===== src/rtl/id_stage_pipe.sv =====
// id_stage_pipe: registered RV32I(+M) decode stage with load-use bubble, flush and stall counter
module id_stage_pipe #(
    parameter int XLEN     = 32,
    parameter bit ENABLE_M = 1'b0,
    parameter int CNT_W    = 16
) (
    input  logic             clk,
    input  logic             rst,
    input  logic             if_valid,
    output logic             if_ready,
    input  logic [31:0]      if_inst,
    input  logic [XLEN-1:0]  if_pc,
    input  logic             flush,
    output logic             id_valid,
    input  logic             ex_ready,
    output logic [XLEN-1:0]  id_pc,
    output logic [XLEN-1:0]  id_imm,
    output logic [4:0]       op1_addr,
    output logic [4:0]       op2_addr,
    output logic [4:0]       rd_addr,
    output logic [4:0]       fn,
    output logic [1:0]       op1,
    output logic [2:0]       op2,
    output logic             mem_wen,
    output logic             rf_wen,
    output logic [1:0]       wb_sel,
    output logic             illegal,
    output logic [CNT_W-1:0] hazard_cnt
);
    localparam logic [4:0] ALU_X = 5'd0, ALU_ADD = 5'd1, ALU_SUB = 5'd2, ALU_AND = 5'd3, ALU_OR = 5'd4;
    localparam logic [4:0] ALU_XOR = 5'd5, ALU_SLL = 5'd6, ALU_SRL = 5'd7, ALU_SRA = 5'd8, ALU_SLT = 5'd9;
    localparam logic [4:0] ALU_SLTU = 5'd10, BR_BEQ = 5'd11, BR_BNE = 5'd12, BR_BLT = 5'd13;
    localparam logic [4:0] ALU_JALR = 5'd17, ALU_MUL = 5'd18;
    localparam logic [1:0] OP1_X = 2'd0, OP1_RS1 = 2'd1, OP1_PC = 2'd2;
    localparam logic [2:0] OP2_X = 3'd0, OP2_RS2 = 3'd1, OP2_IMI = 3'd2, OP2_IMS = 3'd3, OP2_IMJ = 3'd4, OP2_IMU = 3'd5;
    localparam logic MEN_X = 1'b0, MEN_S = 1'b1, REN_X = 1'b0, REN_S = 1'b1;
    localparam logic [1:0] WB_X = 2'd0, WB_ALU = 2'd1, WB_MEM = 2'd2, WB_PC = 2'd3;

    typedef struct packed {
        logic            valid;
        logic            is_load;
        logic [XLEN-1:0] pc;
        logic [XLEN-1:0] imm;
        logic [4:0]      rs1;
        logic [4:0]      rs2;
        logic [4:0]      rd;
        logic [4:0]      fn;
        logic [1:0]      op1;
        logic [2:0]      op2;
        logic            mem_wen;
        logic            rf_wen;
        logic [1:0]      wb_sel;
        logic            illegal;
    } slot_t;

    slot_t            slot_q, slot_d, dec;
    logic [CNT_W-1:0] hazard_cnt_q, hazard_cnt_d;
    logic             ok, hazard, uses_rs1, uses_rs2, fire_in, fire_out;
    logic [6:0]       opc, f7;
    logic [2:0]       f3;
    logic [XLEN-1:0]  imm_i, imm_s, imm_b, imm_j, imm_u;

    function automatic logic [4:0] alu_fn(input logic [2:0] f, input logic alt);
        case (f)
            3'b000:  return alt ? ALU_SUB : ALU_ADD;
            3'b001:  return ALU_SLL;
            3'b010:  return ALU_SLT;
            3'b011:  return ALU_SLTU;
            3'b100:  return ALU_XOR;
            3'b101:  return alt ? ALU_SRA : ALU_SRL;
            3'b110:  return ALU_OR;
            default: return ALU_AND;
        endcase
    endfunction

    assign opc   = if_inst[6:0];
    assign f3    = if_inst[14:12];
    assign f7    = if_inst[31:25];
    assign imm_i = XLEN'($signed(if_inst[31:20]));
    assign imm_s = XLEN'($signed({if_inst[31:25], if_inst[11:7]}));
    assign imm_b = XLEN'($signed({if_inst[31], if_inst[7], if_inst[30:25], if_inst[11:8], 1'b0}));
    assign imm_j = XLEN'($signed({if_inst[31], if_inst[19:12], if_inst[20], if_inst[30:21], 1'b0}));
    assign imm_u = XLEN'($signed({if_inst[31:12], 12'b0}));

    always_comb begin
        dec       = '0;
        ok        = 1'b1;
        dec.valid = 1'b1;
        dec.pc    = if_pc;
        dec.rs1   = if_inst[19:15];
        dec.rs2   = if_inst[24:20];
        dec.rd    = if_inst[11:7];
        case (opc)
            7'h03: begin
                ok = f3 == 3'b010;
                dec.is_load = 1'b1;
                {dec.fn, dec.op1, dec.op2, dec.rf_wen, dec.wb_sel, dec.imm} = {ALU_ADD, OP1_RS1, OP2_IMI, REN_S, WB_MEM, imm_i};
            end
            7'h23: begin
                ok = f3 == 3'b010;
                {dec.fn, dec.op1, dec.op2, dec.mem_wen, dec.wb_sel, dec.imm} = {ALU_ADD, OP1_RS1, OP2_IMS, MEN_S, WB_X, imm_s};
            end
            7'h13: begin
                ok = f3 == 3'b001 ? f7 == 7'b0 : f3 == 3'b101 ? (f7 == 7'b0 || f7 == 7'b0100000) : 1'b1;
                dec.fn = alu_fn(f3, f3 == 3'b101 && f7[5]);
                {dec.op1, dec.op2, dec.rf_wen, dec.wb_sel, dec.imm} = {OP1_RS1, OP2_IMI, REN_S, WB_ALU, imm_i};
            end
            7'h33: begin
                // funct7=0000001 selects the M-extension group, ordered by funct3
                ok = f7 == 7'b0000001 ? ENABLE_M : (f7 == 7'b0 || (f7 == 7'b0100000 && (f3 == 3'b000 || f3 == 3'b101)));
                dec.fn = f7 == 7'b0000001 ? ALU_MUL + 5'(f3) : alu_fn(f3, f7[5]);
                {dec.op1, dec.op2, dec.rf_wen, dec.wb_sel} = {OP1_RS1, OP2_RS2, REN_S, WB_ALU};
            end
            7'h63: begin
                ok = f3 != 3'b010 && f3 != 3'b011;
                dec.fn = f3 == 3'b000 ? BR_BEQ : f3 == 3'b001 ? BR_BNE : BR_BLT + 5'(f3 - 3'd4);
                {dec.op1, dec.op2, dec.wb_sel, dec.imm} = {OP1_RS1, OP2_RS2, WB_X, imm_b};
            end
            7'h6F: {dec.fn, dec.op1, dec.op2, dec.rf_wen, dec.wb_sel, dec.imm} = {ALU_ADD, OP1_PC, OP2_IMJ, REN_S, WB_PC, imm_j};
            7'h67: begin
                ok = f3 == 3'b000;
                {dec.fn, dec.op1, dec.op2, dec.rf_wen, dec.wb_sel, dec.imm} = {ALU_JALR, OP1_RS1, OP2_IMI, REN_S, WB_PC, imm_i};
            end
            7'h37: {dec.fn, dec.op1, dec.op2, dec.rf_wen, dec.wb_sel, dec.imm} = {ALU_ADD, OP1_X, OP2_IMU, REN_S, WB_ALU, imm_u};
            7'h17: {dec.fn, dec.op1, dec.op2, dec.rf_wen, dec.wb_sel, dec.imm} = {ALU_ADD, OP1_PC, OP2_IMU, REN_S, WB_ALU, imm_u};
            default: ok = 1'b0;
        endcase
        if (!ok) begin
            {dec.is_load, dec.imm, dec.fn, dec.op1, dec.op2} = {1'b0, {XLEN{1'b0}}, ALU_X, OP1_X, OP2_X};
            {dec.mem_wen, dec.rf_wen, dec.wb_sel, dec.illegal} = {MEN_X, REN_X, WB_X, 1'b1};
        end
    end

    // hazard looks at if_inst even without if_valid so if_ready never depends on if_valid
    assign uses_rs1 = !(opc inside {7'h37, 7'h17, 7'h6F});
    assign uses_rs2 = opc inside {7'h33, 7'h63, 7'h23};
    assign hazard   = slot_q.valid && slot_q.is_load && slot_q.rd != 5'd0 &&
                      ((uses_rs1 && if_inst[19:15] == slot_q.rd) || (uses_rs2 && if_inst[24:20] == slot_q.rd));
    assign if_ready = !flush && !hazard && (!slot_q.valid || ex_ready);
    assign fire_in  = if_valid && if_ready;
    assign fire_out = slot_q.valid && ex_ready;

    always_comb begin
        slot_d       = fire_in ? dec : (flush || fire_out) ? '0 : slot_q;
        hazard_cnt_d = (if_valid && hazard && !flush && !(&hazard_cnt_q)) ? hazard_cnt_q + 1'b1 : hazard_cnt_q;
    end

    always_ff @(posedge clk) begin
        if (rst) begin
            slot_q       <= '0;
            hazard_cnt_q <= '0;
        end else begin
            slot_q       <= slot_d;
            hazard_cnt_q <= hazard_cnt_d;
        end
    end

    assign id_valid   = slot_q.valid;
    assign id_pc      = slot_q.pc;
    assign id_imm     = slot_q.imm;
    assign op1_addr   = slot_q.rs1;
    assign op2_addr   = slot_q.rs2;
    assign rd_addr    = slot_q.rd;
    assign fn         = slot_q.fn;
    assign op1        = slot_q.op1;
    assign op2        = slot_q.op2;
    assign mem_wen    = slot_q.mem_wen;
    assign rf_wen     = slot_q.rf_wen;
    assign wb_sel     = slot_q.wb_sel;
    assign illegal    = slot_q.illegal;
    assign hazard_cnt = hazard_cnt_q;
endmodule


===== config.mk =====
export PLATFORM = sky130hd
export DESIGN_NAME = id_stage_pipe
export DESIGN_NICKNAME = d
export VERILOG_FILES = /design/src/rtl/id_stage_pipe.sv
export SDC_FILE = /design/constraint.sdc
export NUM_CORES = 1
export LEC_CHECK = 0
export CORE_UTILIZATION = 48
export CTS_BUF_LIST = sky130_fd_sc_hd__clkbuf_16
export DETAILED_ROUTE_END_ITERATION = 16
export GPL_ROUTABILITY_DRIVEN = 0
export PLACE_DENSITY = 0.8
export SLEW_MARGIN = 20
export SYNTH_ARGS = -nofsm -noshare
export SYNTH_HDL_FRONTEND = slang
export SYNTH_SLANG_ARGS = --single-unit

===== constraint.sdc =====
create_clock -name clk -period 6 [get_ports clk]
set_clock_uncertainty 0.2 [all_clocks]
set_input_delay 1.8 -clock clk [delete_from_list [all_inputs] [get_ports clk]]
set_output_delay 1.8 -clock clk [all_outputs]
set_load 0.02 [all_outputs]

==> impl_metrics.csv, run 1 <==
group,metric,value,unit
detailed_routing,drt_iter0_drc,638,
timing,finalMaxSlewViolations,0,
yosys,synth.area.top_cells,"dfxtp_1, buf_4, nand2_1",
timing,hold_violations,0,
clocking,clkTransAtPathRegs,70,ps
power_and_ir_drop,clockPowerShare,41.3,%
final_layout,diodes,0,
setup_path,arrival,3870,ps
clocking,post_cts_resized,1,
detailed_routing,vias,5913,
hold_path,hold_class,"reg -> reg",
clocking,cts_sinks,112,
power_and_ir_drop,peakVddDrop,0.000155,V
floorplanning,row_count,42,
setup_path,crit_path_end_kind,"output pin",
placement,dp.cells,1041,
detailed_routing,routedWlPerCell,16.5,µm
global_route,grt_pass1_vias,5405,
timing,setup_tns,0,ps
placement,io_buffers,180,
yosys,synth_top_family_by_area,"simple AND/OR/NAND/NOR gates",
yosys,synth_area,6470,µm²
final_layout,drive_above_1_share,6.58,%
yosys,synth_async_sr_flop_share,0,%
timing,relSlewSlack,32.5,%
power_and_ir_drop,power.switching,415,µW
clocking,cts_tree,"built",
yosys,synthSimpleGateAreaFrac,27.3,%
power_and_ir_drop,pwr-share-comb,13.3,%
power_and_ir_drop,pwr-share-seq,45.4,%
floorplanning,pin_count,181,
detailed_routing,routed_wl,17.5,mm
yosys,yosysTopAreaCellShare,34.7,%
timing,tightest_slew,1010,ps
placement,placed_area,7750,µm²
power_and_ir_drop,power_density,208,nW/µm²
yosys,synth_edf_count,0,
final_layout,fin_cells,1057,
timing,setup_violations,0,
yosys,syn_nets,892,
global_route,track_usage,25.1,%
outcome,outcome,"completed",
clocking,hold_buffers,0,
clocking,worstSkewPairLatency,360,ps
yosys,synth_top_cell_by_area,"dfxtp_1",
floorplanning,fp.dieW,118,µm
final_layout,final_nets,950,
detailed_routing,avgViaCountPerCell,5.59,
yosys,synth.area.mux_share,3.08,%
power_and_ir_drop,power.total,1680,µW
detailed_routing,drc,0,
floorplanning,initial_core_util,49.0,%
setup_path,start_kind,"primary input",
global_route,grt_first_pass_wirelength,28.3,mm
detailed_routing,dr.pass1.iters,5,
setup_path,crit_type,"in -> out",
yosys,postSynthCellCount,818,
timing,timing.fmax,170,MHz
clocking,cts-root-buf,"clkbuf_16",
timing,setup_ws,135,ps
yosys,yosys_warnings,0,
timing,fin_crit,5870,ps
placement,dp_hpwl,11.7,mm
final_layout,area_delta_synth_final,25.2,%
timing,min_period_over_period,97.8,%
floorplanning,dieHeight,118,µm
yosys,synth_cell_type_count,60,
yosys,ys.flop_type,"dfxtp_1",
clocking,cts_buffers,9,
final_layout,fin_area,8090,µm²
power_and_ir_drop,p_int,1270,µW
clocking,cts_max_path_buffers,2,
setup_path,cp_max_fo,2,
global_route,antenna_found_initial,0,
power_and_ir_drop,leakage,0.00288,µW
flow_run,maxCapViolations,0,
setup_path,cp.required,4000,ps
yosys,synth-compound-area-share,15.9,%
global_route,gr-total-overflow,0,
yosys,synth-xor-area-share,1.76,%
floorplanning,die_area,13900,µm²
clocking,cts_setup_buffers,0,
power_and_ir_drop,swShare,24.7,%
detailed_routing,detail-route-antenna-nets,0,
yosys,ys_ff_latch,112,
global_route,grt_max_degree,96,
yosys,ys_seq_area_share,34.7,%
floorplanning,floorplan.core_area,13200,µm²
timing,rsz0062_at_grt,"no",
clocking,cts_max_level,3,
yosys,syn_avg_cell_area,7.90,µm²
yosys,synthAdderAreaFrac,0.967,%
placement,place_ws,-90.4,ps
[layout make-up]
type	count	area (µm²)
inverters	12	45.0
clock buffers	9	225
well taps	176	220
flip-flops and latches	112	2240
clock inverters	7	119
multi-input cells	531	3210
fillers	1196	5100
repair buffers	210	2030
[worst paths after layout]
kind / cells past startpoint / from / slack, ps / end
worst max-delay path: 9 / if_inst[4] / 130 / if_ready
worst min register to register: 2 / op1[1]$_SDFFE_PP0P_ / 250 / op1[1]$_SDFFE_PP0P_
worst min-delay path: 2 / op1[1]$_SDFFE_PP0P_ / 250 / op1[1]$_SDFFE_PP0P_
worst max register to register: 8 / rd_addr[4]$_SDFFE_PP0P_ / 2640 / hazard_cnt[13]$_SDFFE_PP0P_
[metrics by stage]
stage | utilization, % | hold slack (ps)
2_1_floorplan | - | 229
3_3_place_gp | 58.8 | 235
3_5_place_dp | 58.8 | 240
4_1_cts | 61.4 | 250
5_1_grt | 61.4 | 263
6_report | 61.4 | 247
[flip-flops by register name (all words and copies together), names as in the netlist, 3 cells and up]
signal and count:
op1_addr 5, fn 5, hazard_cnt 16, rd_addr 5, id_imm 32, id_pc 32
op2_addr 5, op2 3
[placed cells by master (no fill, tap or decap), types with 10 or more instances in the layout]
cell type / n
o21ai_1: 81
clkdlybuf4s50_1: 178
inv_1: 10
nand2_1: 141
dfxtp_1: 112
nor3_1: 17
nand3_1: 15
nand4_1: 31
mux2i_1: 12
nand4b_1: 52
buf_4: 29
a21oi_1: 26
nor2_1: 17
nor2b_1: 10
[power groups by stage]
stage | Clock (µW) | Sequential (µW) | Combinational (µW)
6_report | 695 | 764 | 223
5_1_grt | 738 | 765 | 238
4_1_cts | 709 | 764 | 223
3_5_place_dp | 0 | 781 | 222
3_3_place_gp | 0 | 781 | 221
2_1_floorplan | 0 | 779 | 127
[cells by family after synthesis]
group                      count (synthesis)
buffers and inverters                    175
and+or+nand+nor                          324
xor gates and xnor gates                  13
DFF                                      112
muxes                                     19
adders and majority gates                  5
AOI/OAI and AO/OA                        170
[worst max-delay path, cell delays in order]
cell             delay, ps
clkdlybuf4s50_1        470
buf_4                  100
nand4b_1               120
a21oi_1                 90
nor4_1                 520
o2111ai_4              250
o21ai_1                140
nor2_1                  50
dlygate4sd2_1          320
[cell usage after synthesis, drive strengths merged, types with 2 or more instances]
cell type,instances
and3,3
nor2b,10
o2111ai,4
clkbuf,40
and4,2
buf,123
nor3,17
or4,8
a21boi,2
o22ai,2
xor2,6
mux2,7
dfxtp,112
a21o,8
clkinv,2
o41ai,4
or3b,2
nand4b,52
a31o,6
nand2b,3
o31ai,8
nor4,9
a32o,2
ha,5
a22o,5
mux2i,12
inv,10
and2,2
xnor2,7
nand4,31
nand3,15
a211oi,3
nor3b,2
or3,4
a21oi,26
nand2,142
nand3b,2
o211ai,2
o21ai,90
nor2,18
[metal layers]
metal	GRT usage, %	share of wire, %
met1	33.7	46
met2	39.5	45
met3	5.28	7.1
met4	9.62	1.9
met5	0	0
No activity file was read; power rests on OpenSTA's default activity.
==> run 2, diff against run 1 <==
CORE_ASPECT_RATIO = 0.6   (was default)
==> run 2 against run 1 <==
Compared with the run above: setup slack got worse by 22 ps; critical path type unchanged; non-clock buffer count rose by 1; cell count is 0.57% lower; total power fell by 7.0%; largest power group unchanged; cell area decreased by 0.45%; critical endpoint unchanged; global-route usage increased by 1.3 points.
==> impl_metrics.csv, run 2 (synthesis gave the netlist of run 1 again) <==
group,metric,value,unit
clocking,worstSkewPairLatency,350,ps
clocking,cts_max_path_buffers,2,
clocking,hold_buffers,0,
floorplanning,pin_count,181,
detailed_routing,drc,0,
placement,place_ws,-220,ps
global_route,grt_first_pass_wirelength,29.7,mm
final_layout,final_common_cell,"clkdlybuf4s50_1",
global_route,antenna_found_initial,0,
placement,dp.cells,1036,
hold_path,min-delay-start,"id_pc[26]$_SDFFE_PP0P_",
final_layout,mostFrequentLayoutCells,"clkdlybuf4s50_1, nand2_1, dfxtp_1",
detailed_routing,vias,6062,
global_route,grt_max_degree,96,
final_layout,diodes,0,
power_and_ir_drop,p_int,1140,µW
setup_path,cp-startpoint,"if_inst[4]",
outcome,outcome,"completed",
setup_path,arrival,3890,ps
clocking,cts_tree,"built",
timing,min_period_over_period,98.1,%
timing,tightest_slew,1030,ps
final_layout,n_fill_cell,1140,
floorplanning,die_area,14000,µm²
setup_path,ff2ff_path_depth,9,
timing,setup_ws,113,ps
setup_path,crit_buf_inv,3,
placement,io_buffers,180,
power_and_ir_drop,swShare,26.9,%
floorplanning,floorplan.core_area,13000,µm²
floorplanning,dieHeight,91.9,µm
timing,rsz0062_at_grt,"no",
setup_path,crit_path_end_kind,"output pin",
power_and_ir_drop,pwr-share-seq,48.9,%
flow_run,maxCapViolations,0,
timing,hold_violations,0,
global_route,track_usage,26.5,%
setup_path,cp.required,4000,ps
detailed_routing,dr.pass1.iters,5,
timing,fin_crit,5890,ps
setup_path,cp_max_fo,2,
power_and_ir_drop,peakVddDrop,0.000122,V
timing,relSlewSlack,31.1,%
setup_path,start_kind,"primary input",
final_layout,fin_cells,1051,
power_and_ir_drop,power.switching,420,µW
timing,finalMaxSlewViolations,0,
detailed_routing,routedWlPerCell,17.8,µm
global_route,gr-total-overflow,0,
clocking,cts-root-buf,"clkbuf_16",
floorplanning,row_count,32,
hold_path,holdPathEnd,"id_pc[26]$_SDFFE_PP0P_",
final_layout,post-route-util,62.1,%
clocking,cts_setup_buffers,0,
hold_path,min_path_cells,2,
setup_path,path_depth,9,
setup_path,regToRegSetupSlack,2990,ps
clocking,clkTransAtPathRegs,80,ps
setup_path,worst_r2r_endpoint,"id_imm[8]$_SDFFE_PP0P_",
clocking,cts_sinks,112,
power_and_ir_drop,power.total,1560,µW
detailed_routing,detail-route-antenna-nets,0,
setup_path,crit_type,"in -> out",
detailed_routing,drt_iter0_drc,529,
floorplanning,fp.dieW,152,µm
final_layout,final_nets,951,
timing,setup_violations,0,
setup_path,crit_path_top_delay_cell,"clkdlybuf4s50_1",
setup_path,cp_cell_sequence,"clkdlybuf4s50_1 -> or3b_1 -> a21oi_1 -> nor4_1 -> buf_4 -> o2111ai_4 -> o21ai_1 -> nor2_1 -> clkdlybuf4s15_1",
power_and_ir_drop,leakage,0.00287,µW
setup_path,slowest_delay,480,ps
timing,timing.fmax,170,MHz
power_and_ir_drop,clockPowerShare,36.3,%
setup_path,r2r_start,"rd_addr[4]$_SDFFE_PP0P_",
detailed_routing,avgViaCountPerCell,5.77,
final_layout,area_delta_synth_final,24.6,%
detailed_routing,routed_wl,18.7,mm
power_and_ir_drop,power_density,194,nW/µm²
hold_path,hold_class,"reg -> reg",
global_route,grt_pass1_vias,5425,
clocking,cts_buffers,9,
final_layout,drive_above_1_share,6.58,%
power_and_ir_drop,pwr-share-comb,14.8,%
placement,dp_hpwl,12.8,mm
clocking,cts_max_level,3,
floorplanning,initial_core_util,49.8,%
setup_path,crit_family,"buffers and inverters",
==> run 2: cell types whose count changed in the layout (fill, tap and decap cells not counted), sizes merged <==
| cell | before | now |
|---|---|---|
| clkdlybuf4s15 | 0 | 1 |
| buf | 31 | 32 |
| bufinv | 3 | 0 |
| dlygate4sd2 | 1 | 0 |
| inv | 11 | 13 |
| clkinvlp | 2 | 1 |
| clkinv | 3 | 4 |
==> run 2: worst max-delay path by stage <==
| stage | to |
|---|---|
| floorplan | if_ready |
| global placement | if_ready |
| detailed placement | if_ready |
| CTS | if_ready |
| global route | if_ready |
| finish | if_ready |
==> run 2: timing repair <==
action | CTS | global route
pin swaps | 0 | 1
resized for setup | 2 | 1
setup endpoints to repair | 1 | 1
cloned | 0 | 0
==> run 2: cell type report <==
type | instances | area, µm² | share of cell area, %
Inverter | 12 | 45.0 | 0.559
Multi-Input combinational cell | 531 | 3230 | 40.1
Clock buffer | 9 | 225 | 2.80
Clock inverter | 6 | 46.3 | 0.575
Tap cell | 170 | 213 | 2.64
Timing Repair Buffer | 211 | 2050 | 25.5
Sequential cell | 112 | 2240 | 27.8
==> run 2: power by group through the flow <==
| stage | clock [µW] | combinational [µW] | sequential [µW] |
|---|---|---|---|
| after floorplan | 0 | 127 | 779 |
| after global placement | 0 | 226 | 781 |
| after detailed placement | 0 | 227 | 781 |
| after CTS | 582 | 228 | 764 |
| after global routing | 617 | 246 | 766 |
| final | 567 | 232 | 764 |
==> run 2: worst reg2reg max path: stages (launching register included) <==
cell and delay (ps):
dfxtp_1 480, xnor2_1 110, nand3_1 130, nor4_1 70
buf_4 140, o2111ai_4 270, buf_4 430, buf_4 680
a21oi_1 190, a31o_1 210
==> run 2: per-layer routing <==
metal	vias up	track usage (%)	share of wire (%)
met3	21	9.45	11
met1	2805	39.3	49
met4	0	4.67	0.87
met5	-	0	0
li1	2933	-	-
met2	303	36.1	39
==> run 2: through the flow <==
| step | area (µm²) | hold WS [ps] | TNS [ps] |
|---|---|---|---|
| detailed placement | 7770 | 239 | -220 |
| CTS | 8050 | 252 | 0 |
| finish | 8060 | 250 | 0 |
| global route | 8060 | 267 | 0 |
| floorplan | 6470 | 229 | 0 |
| global placement | 7770 | 235 | -199 |
==> run 3, diff against run 2 <==
GPL_TIMING_DRIVEN = 1   (was default)
PLACE_DENSITY = 0.78   (was 0.8)
==> run 3 against run 2 <==
Compared with the run above: setup slack better by 100 ps; via count decreased by 0.12%; non-clock buffer count is 4 higher; sequential power about the same; core utilization increased by 0.16 points; clock power about the same; cell count rose by 0.48%; highest routed layer unchanged; cell area grew 0.26%; die area is the same; sequential share of layout area fell by 0.073 points; worst hold slack lost 0.78 ps; critical path depth unchanged.
==> impl_metrics.csv, run 3 (synthesis gave the netlist of run 1 again) <==
group,metric,value,unit
floorplanning,pin_count,181,
placement,io_buffers,180,
final_layout,fin_cells,1056,
clocking,hold_buffers,0,
detailed_routing,dr.pass1.iters,4,
global_route,grt_pass1_vias,5343,
flow_run,maxCapViolations,0,
floorplanning,die_area,14000,µm²
outcome,outcome,"completed",
timing,min_period_over_period,96.4,%
timing,setup_violations,0,
detailed_routing,routed_wl,18.4,mm
timing,hold_violations,0,
power_and_ir_drop,pwr-share-comb,14.8,%
setup_path,cp.required,4000,ps
global_route,track_usage,26.0,%
power_and_ir_drop,peakVddDrop,0.000137,V
clocking,cts_max_path_buffers,2,
timing,tightest_slew,976,ps
final_layout,mostFrequentLayoutCells,"clkdlybuf4s50_1, nand2_1, dfxtp_1",
detailed_routing,drt_iter0_drc,484,
final_layout,final_common_cell,"clkdlybuf4s50_1",
timing,finalMaxSlewViolations,0,
setup_path,ff2ff_path_depth,9,
global_route,grt_max_degree,87,
setup_path,crit_path_end,"if_ready",
clocking,worstSkewPairLatency,350,ps
power_and_ir_drop,power.switching,419,µW
timing,rsz0062_at_grt,"no",
power_and_ir_drop,p_int,1140,µW
detailed_routing,avgViaCountPerCell,5.73,
final_layout,final_nets,955,
setup_path,cp-startpoint,"if_inst[4]",
global_route,antenna_found_initial,0,
clocking,cts_buffers,9,
detailed_routing,detail-route-antenna-nets,0,
power_and_ir_drop,power.total,1560,µW
floorplanning,dieHeight,91.9,µm
final_layout,post-route-util,62.3,%
setup_path,crit_path_end_kind,"output pin",
global_route,use_met1,39.1,%
floorplanning,row_count,32,
timing,relSlewSlack,34.4,%
setup_path,regToRegSetupSlack,2950,ps
clocking,cts-root-buf,"clkbuf_16",
clocking,cts_tree,"built",
hold_path,hold_class,"reg -> reg",
timing,timing.fmax,173,MHz
detailed_routing,drc,0,
detailed_routing,routedWlPerCell,17.4,µm
final_layout,area_delta_synth_final,24.9,%
setup_path,arrival,3790,ps
power_and_ir_drop,swShare,26.8,%
global_route,grtUsageMet2,36.6,%
power_and_ir_drop,clockPowerShare,36.3,%
placement,dp_hpwl,12.9,mm
final_layout,diodes,0,
timing,whs,249,ps
setup_path,worst_r2r_endpoint,"id_imm[6]$_SDFFE_PP0P_",
global_route,busiest_layer,"met1",
power_and_ir_drop,pwr-share-seq,48.9,%
power_and_ir_drop,leakage,0.00289,µW
detailed_routing,vias,6055,
floorplanning,initial_core_util,49.8,%
timing,fin_crit,5790,ps
global_route,gr-total-overflow,0,
setup_path,cp_max_fo,2,
clocking,cts_sinks,112,
placement,dp.cells,1039,
global_route,grt_first_pass_wirelength,29.2,mm
floorplanning,floorplan.core_area,13000,µm²
setup_path,crit_type,"in -> out",
floorplanning,fp.dieW,152,µm
clocking,cts_setup_buffers,0,
clocking,cts_max_level,3,
final_layout,drive_above_1_share,7.22,%
global_route,grt_util_met3,7.37,%
setup_path,r2r_start,"rd_addr[0]$_SDFFE_PP0P_",
clocking,clkTransAtPathRegs,70,ps
power_and_ir_drop,power_density,193,nW/µm²
setup_path,start_kind,"primary input",
[run 3: cell types whose count changed in the layout (fill, tap and decap cells not counted), sizes merged]
| cell | previous run | this run |
|---|---|---|
| buf | 32 | 36 |
| clkinv | 4 | 6 |
| clkbuf | 9 | 10 |
| clkdlybuf4s15 | 1 | 0 |
| inv | 13 | 12 |
[run 3: worst min path at each step]
stage | cells after the start | startpoint | to | slack (ps)
after detailed placement | 2 | op2_addr[4]$_SDFFE_PP0P_ | op2_addr[4]$_SDFFE_PP0P_ | 240
after floorplan | 2 | fn[2]$_SDFFE_PP0P_ | fn[2]$_SDFFE_PP0P_ | 230
after CTS | 2 | id_imm[22]$_SDFFE_PP0P_ | id_imm[22]$_SDFFE_PP0P_ | 250
final | 2 | id_imm[22]$_SDFFE_PP0P_ | id_imm[22]$_SDFFE_PP0P_ | 250
after global placement | 2 | mem_wen$_SDFFE_PP0P_ | mem_wen$_SDFFE_PP0P_ | 240
after global routing | 2 | id_pc[14]$_SDFFE_PP0P_ | id_pc[14]$_SDFFE_PP0P_ | 270
[run 3: worst max-delay path, cell delays in order]
cell	delay (ps)
clkdlybuf4s50_1	470
or3b_1	370
a21oi_1	220
nor4_1	90
buf_4	140
o2111ai_4	280
o21ai_1	110
nor2_1	100
clkbuf_2	190
[run 3: power by group through the flow]
stage	clock network [µW]	registers [µW]	logic [µW]
floorplan	0	779	127
global placement	0	781	226
detailed placement	0	781	227
CTS	576	764	228
global route	609	766	248
finish	567	764	232
[run 3: cell type report]
class / count / area (µm²)
clock buffers: 9 / 225
clock inverters: 7 / 47.5
fillers: 1161 / 4890
inverters: 12 / 45.0
multi-input cells: 531 / 3220
flip-flops and latches: 112 / 2240
well taps: 170 / 213
repair buffers: 215 / 2080
[run 3: repair_timing]
item | 4_1_cts | 5_1_grt
gates resized for setup | 1 | 3
endpoints found under the setup margin | 1 | 1
cloned | 0 | 0
[run 3: stage by stage]
stage	worst slack [ps]	TNS [ps]	instance area [µm²]
6_report	215	0	8080
5_1_grt	119	0	8080
4_1_cts	60.7	0	8060
3_5_place_dp	-187	-187	7790
3_3_place_gp	-152	-152	7790
2_1_floorplan	258	0	6470
[run 3: layer usage]
metal  routed length (µm)  part of all wire (%)
met1                 9040                    49
met2                 7370                    40
met3                 1840                    10
met4                  134                  0.73
met5                    0                     0
